--- src/rtl/hex_tick_counter_if.sv ---
`default_nettype none
// +----------------------------------------------------------------------+
// | Module   : hex_tick_counter_if                                       |
// | Purpose  : Control and status bundle for hex_tick_counter.           |
// |            Enable  - lets the rate divider run                       |
// |            Up      - step direction, sampled only on step edges      |
// |            Load    - one-cycle synchronous load request              |
// |            LoadVal - four-digit load value, [3:0] least significant  |
// |            Count   - four digit nibbles, [3:0] least significant     |
// |            Tick    - registered pulse on every count step            |
// |            Wrap    - registered pulse on a full-range wrap           |
// | Modports : master drives the controls, slave is the counter itself.  |
// | Revision : 1.0 - initial release                                     |
// +----------------------------------------------------------------------+
interface hex_tick_counter_if;
  logic        Enable;
  logic        Up;
  logic        Load;
  logic [15:0] LoadVal;
  logic [15:0] Count;
  logic        Tick;
  logic        Wrap;

  modport master (
    output Enable, Up, Load, LoadVal,
    input  Count, Tick, Wrap
  );

  modport slave (
    input  Enable, Up, Load, LoadVal,
    output Count, Tick, Wrap
  );
endinterface
`default_nettype wire

--- src/rtl/hex_tick_counter.sv ---
`default_nettype none
// +----------------------------------------------------------------------+
// | Module   : hex_tick_counter                                          |
// | Purpose  : Four-digit up/down counter stepped once every DIV clocks. |
// |            BCD=0 counts each digit 0-F, BCD=1 counts each digit 0-9. |
// | Ports    : Clock  - single rising-edge clock                         |
// |            Resetn - synchronous active-low reset                     |
// |            bus    - hex_tick_counter_if.slave (controls + status)    |
// | Params   : DIV (2..2^26) clocks per step, BCD digit mode select      |
// | Revision : 1.0 - initial release                                     |
// +----------------------------------------------------------------------+
module hex_tick_counter #(
  parameter int DIV = 50000000,
  parameter int BCD = 0
) (
  input  logic                Clock,
  input  logic                Resetn,
  hex_tick_counter_if.slave   bus
);

  localparam int c_div_w = $clog2(DIV);
  localparam logic [c_div_w-1:0] c_reload = c_div_w'(DIV - 1);

  logic [c_div_w-1:0] r_div;
  logic [15:0]        r_count;
  logic               r_tick;
  logic               r_wrap;

  logic [15:0] w_next;
  logic [15:0] w_load_val;
  logic        w_wrap;
  logic        w_carry;
  logic [3:0]  w_dig;

  // Next count value, wrap detect and load clamp. Only consumed on step
  // or load edges, so Up changing between steps has no effect.
  always_comb begin
    w_next     = r_count;
    w_load_val = bus.LoadVal;
    w_wrap     = 1'b0;
    w_carry    = 1'b1;
    w_dig      = 4'd0;
    if (BCD != 0) begin
      // Ripple the carry/borrow through the digits; a digit only changes
      // while a carry is still pending from the digits below it.
      for (int i = 0; i < 4; i++) begin
        w_dig = r_count[4*i +: 4];
        if (w_carry) begin
          if (bus.Up) begin
            if (w_dig == 4'd9) begin
              w_dig = 4'd0;
            end else begin
              w_dig   = w_dig + 4'd1;
              w_carry = 1'b0;
            end
          end else begin
            if (w_dig == 4'd0) begin
              w_dig = 4'd9;
            end else begin
              w_dig   = w_dig - 4'd1;
              w_carry = 1'b0;
            end
          end
        end
        w_next[4*i +: 4] = w_dig;
        // Out-of-range load digits saturate so Count stays valid BCD.
        if (bus.LoadVal[4*i +: 4] > 4'd9) begin
          w_load_val[4*i +: 4] = 4'd9;
        end
      end
      w_wrap = bus.Up ? (r_count == 16'h9999) : (r_count == 16'h0000);
    end else begin
      w_next = bus.Up ? (r_count + 16'd1) : (r_count - 16'd1);
      w_wrap = bus.Up ? (r_count == 16'hFFFF) : (r_count == 16'h0000);
    end
  end

  // Reset beats Load, Load beats stepping and Enable.
  always_ff @(posedge Clock) begin
    if (!Resetn) begin
      r_count <= 16'h0000;
      r_div   <= c_reload;
      r_tick  <= 1'b0;
      r_wrap  <= 1'b0;
    end else if (bus.Load) begin
      r_count <= w_load_val;
      r_div   <= c_reload;
      r_tick  <= 1'b0;
      r_wrap  <= 1'b0;
    end else if (bus.Enable) begin
      if (r_div == '0) begin
        r_div   <= c_reload;
        r_count <= w_next;
        r_tick  <= 1'b1;
        r_wrap  <= w_wrap;
      end else begin
        r_div  <= r_div - 1'b1;
        r_tick <= 1'b0;
        r_wrap <= 1'b0;
      end
    end else begin
      r_tick <= 1'b0;
      r_wrap <= 1'b0;
    end
  end

  assign bus.Count = r_count;
  assign bus.Tick  = r_tick;
  assign bus.Wrap  = r_wrap;

endmodule
`default_nettype wire
--- src/flat_wrapper.sv ---
// flat-port wrapper written by rule: the top's interface ports become plain ports
module hex_tick_counter_flat 
#(
  parameter int DIV = 50000000,
  parameter int BCD = 0
)
  (Clock, Resetn, bus_Enable, bus_Up, bus_Load, bus_LoadVal, bus_Count, bus_Tick, bus_Wrap);
  hex_tick_counter_if bus_i ();
  input  logic Clock;
  input  logic Resetn;
  input wire logic [$bits(bus_i.Enable)-1:0] bus_Enable;
  input wire logic [$bits(bus_i.Up)-1:0] bus_Up;
  input wire logic [$bits(bus_i.Load)-1:0] bus_Load;
  input wire logic [$bits(bus_i.LoadVal)-1:0] bus_LoadVal;
  output wire logic [$bits(bus_i.Count)-1:0] bus_Count;
  output wire logic [$bits(bus_i.Tick)-1:0] bus_Tick;
  output wire logic [$bits(bus_i.Wrap)-1:0] bus_Wrap;
  assign bus_i.Enable = bus_Enable;
  assign bus_i.Up = bus_Up;
  assign bus_i.Load = bus_Load;
  assign bus_i.LoadVal = bus_LoadVal;
  assign bus_Count = bus_i.Count;
  assign bus_Tick = bus_i.Tick;
  assign bus_Wrap = bus_i.Wrap;
  hex_tick_counter #(.DIV(DIV), .BCD(BCD)) u_core (.Clock(Clock), .Resetn(Resetn), .bus(bus_i));
endmodule
--- config.mk ---
export PLATFORM = sky130hd
export DESIGN_NAME = hex_tick_counter_flat
export DESIGN_NICKNAME = d
export VERILOG_FILES = /design/src/rtl/hex_tick_counter_if.sv /design/src/rtl/hex_tick_counter.sv /design/src/flat_wrapper.sv
export SDC_FILE = /design/constraint.sdc
export NUM_CORES = 1
export LEC_CHECK = 0
export BUFFER_PORTS_ARGS = -buffer_cell sky130_fd_sc_hd__buf_2
export CAP_MARGIN = 5
export CORE_ASPECT_RATIO = 1.4
export CORE_MARGIN = 3
export CORE_UTILIZATION = 57
export CTS_CLUSTER_DIAMETER = 200
export CTS_CLUSTER_SIZE = 28
export DETAILED_ROUTE_END_ITERATION = 6
export GPL_TIMING_DRIVEN = 0
export PLACE_DENSITY = 0.8
export SLEW_MARGIN = 25
export SYNTH_ARGS = -nofsm -noshare
export SYNTH_HDL_FRONTEND = slang
export SYNTH_SLANG_ARGS = --single-unit
--- constraint.sdc ---
create_clock -name Clock -period 2.9 [get_ports Clock]
set_input_delay 0.29 -clock Clock [delete_from_list [all_inputs] [get_ports Clock]]
set_output_delay 0.29 -clock Clock [all_outputs]
set_load 0.005 [all_outputs]
==> impl_metrics.yaml <==
floorplan:
  core_area_um2: 4380
  rows: 28
  fp.dieArea_um2: 5560
  start_util_pct: 61.1
  die_w_um: 63.9
  die_h_um: 87.1
  io_pins: 39
critical_path:
  end_kind: "register"
  critPathArrivalTime_ns: 2.90
  worstSetupStartpointType: "register"
  r2r-start: "u_core.r_div[2]"
  worst_ep_required_time_ns: 3.14
  worstSetupPathType: "register to register"
  path_max_fanout: 10
  setup.worst_path.start: "u_core.r_div[2]"
timing:
  fmax_mhz: 375
  tightest_slew_ns: 0.584
  final.setup.tns_ns: 0
  slew_headroom_pct: 60.8
  setup_violations: 0
  rsz0062_at_grt: "no"
  skew_ns: 0.00993
  hold_viol: 0
  timing.final.crit_share_pct: 92.0
  period_minus_slack_ns: 2.67
  drv_slew: 0
global_route:
  grt_overflow: 0
  grt_pass1_vias: 2457
  grt_antenna_before_repair: 0
  grt_pass1_wl_um: 11200
  track_usage_pct: 25.4
  grt_max_degree: 15
clock_network:
  cts.sinks: 44
  cts_setup_buffers: 0
  cts-root-buf: "clkbuf_8"
  cts.path.max_buffers: 2
  path_clk_slew_ns: 0.09
  insertion_delay_ns: 0.30
  cts_tree: "built"
  htreeDepth: 2
  cts-buffers-inserted: 5
routing:
  drc: 0
  vias: 2606
  drt_iter0_markers: 219
  postRouteAntennaNets: 0
  wl_um: 6950
  vias_per_cell: 6.03
  dr.pass1.iters: 5
  wl_per_cell_um: 16.1
final_layout:
  fillerInstances: 361
  final_cell_count_no_fill: 432
  nNetsFinal: 408
  num_antenna_cells: 0
  drive_gt1_share_pct: 14.2
  syn_to_final_growth_pct: 14.4
pwr:
  pwr_density_cell_nw_per_um2: 445
  peakVddDrop_uv: 277
  power_leakage_nw: 1.28
place:
  globalplace.congestion: 0.954
  numPortBuffers: 37
  placed_cells: 424
  dp_hpwl_um: 5130
synthesis:
  synth_area_um2: 2680
  ys_types: 51
  synth-seq-cells: 44
  async_flop_share_pct: 0
  avgSynthCellArea_um2: 8.18
  ys_seq_area_share_pct: 32.9
  netlist_instances: 327
  synth_ff_type: "dfxtp_1"
  yosys_warnings: 0
  syn_nets: 364
  synth_edf_count: 0
run:
  max_cap_violations: 0
run_status:
  status: "finished clean"
min_path:
  hold_start: "bus_LoadVal[2]"
  min_path_type: "primary input to register"
==> Yosys cell counts, types with 2 or more instances <==
cell type | instances | share of area (%)
clkbuf_1 | 8 | 1.1
o21a_1 | 3 | 0.84
or4_1 | 3 | 0.84
or3_1 | 4 | 0.93
o211ai_1 | 3 | 0.84
nor2_1 | 26 | 3.6
xnor2_1 | 16 | 5.2
a211oi_1 | 4 | 1.1
inv_1 | 9 | 1.3
o21ai_0 | 22 | 4.1
a31oi_1 | 4 | 0.93
o31ai_1 | 4 | 1.1
nor4_1 | 9 | 2.1
o22ai_1 | 2 | 0.47
o31a_1 | 2 | 0.65
ha_1 | 15 | 7.0
nand3_1 | 5 | 0.93
mux2i_1 | 4 | 1.5
nand2_1 | 42 | 5.9
dfxtp_1 | 44 | 33
nand3b_1 | 2 | 0.56
a21o_1 | 7 | 2.0
and3_1 | 7 | 1.6
and2_1 | 2 | 0.47
xor2_1 | 14 | 4.6
nor2b_1 | 5 | 1.2
nand4_1 | 6 | 1.4
a21oi_1 | 24 | 4.5
nor3_1 | 9 | 1.7
==> critical path, stage by stage, from the launching register on <==
cell and delay, ns:
dfxtp_1 0.35, or4b_4 0.58, nor3b_4 0.40, nand2_4 0.11
or2_0 0.21, buf_2 0.18, clkbuf_1 0.29, o21ai_0 0.28
mux2i_1 0.10, nor2_1 0.10
==> cells in the final DEF (no fill, tap or decap), types with 5 or more instances in the layout <==
cell      netlist  routed
and3_1          7       7
nand3_1         5       5
xor2_1         14      14
o21ai_0        22      22
a21o_1          7       7
nor2_1         26      26
buf_2           1      38
dfxtp_1        44      44
xnor2_1        16      16
ha_1           15      15
inv_1           9       9
nor4_1          9       9
clkbuf_8        0       5
nor3_1          9       8
nand4_1         6       6
nor2b_1         5       5
a21oi_1        24      24
nand2_1        42      42
clkbuf_1        8       8
==> timing repair <==
action | 4_1_cts | 5_1_grt
resized for setup | 0 | 1
endpoints found under the hold margin | 0 | 0
endpoints found under the setup margin | 0 | 1
hold buffers | 0 | 0
==> area by class of cell <==
cell class,instances,area (µm²),share of cell area (%)
clock inverter,3,42.5,1.39
buffer,9,35.0,1.14
multi-input combinational,264,1740,56.7
timing repair buffer,37,185,6.05
tap,60,75.1,2.45
inverter,10,37.5,1.23
sequential,44,881,28.8
clock buffer,5,68.8,2.25
==> cells by family after synthesis <==
kind of cell | after synthesis | synth area share [%]
fa+ha+maj | 16 | 7.76
buf+inv | 19 | 2.71
mux | 5 | 1.92
simple gates | 130 | 25.5
xor+xnor | 30 | 9.82
compound gates | 83 | 19.4
flops | 44 | 32.9
==> flip-flops by register name, indices dropped and copies added, names as in the netlist <==
name	cells
u_core.r_div	26
u_core.bus.Tick	1
u_core.bus.Count	16
u_core.bus.Wrap	1
==> power by group <==
group          switching, mW  leakage (nW)  internal [mW]
combinational          0.135         0.871          0.101
clock                  0.230        0.0541          0.255
sequential            0.0218         0.359          0.619
==> layer usage <==
layer	global-route usage [%]	vias to the layer above	wire length, µm
met3	4.91	17	348
met1	26.7	1223	2720
li1	-	1277	-
met2	48.6	89	3760
met4	10.0	0	123
met5	0	-	0
==> through the flow <==
stage / setup slack, ns / hold WS (ns) / instance area [µm²] / util [%] / total power, mW
2_1_floorplan: 0.485 / 0.418 / 2680 / - / 0.810
6_report: 0.233 / 0.198 / 3060 / 69.9 / 1.36
4_1_cts: 0.212 / 0.204 / 3050 / 69.6 / 1.36
3_3_place_gp: 0.0407 / 0.473 / 2940 / 67.1 / 0.876
3_5_place_dp: 0.0425 / 0.486 / 2940 / 67.1 / 0.884
5_1_grt: 0.0276 / 0.210 / 3060 / 69.9 / 1.41
==> worst paths after layout <==
kind                         end  slack (ns)  cells past startpoint
min          u_core.bus.Count[2]        0.20                      2
max reg2reg  u_core.bus.Count[1]        0.23                      9
min reg2reg     u_core.r_div[25]        0.51                      2
max          u_core.bus.Count[1]        0.23                      9
Note: power is estimated with default switching activity, not from simulation.
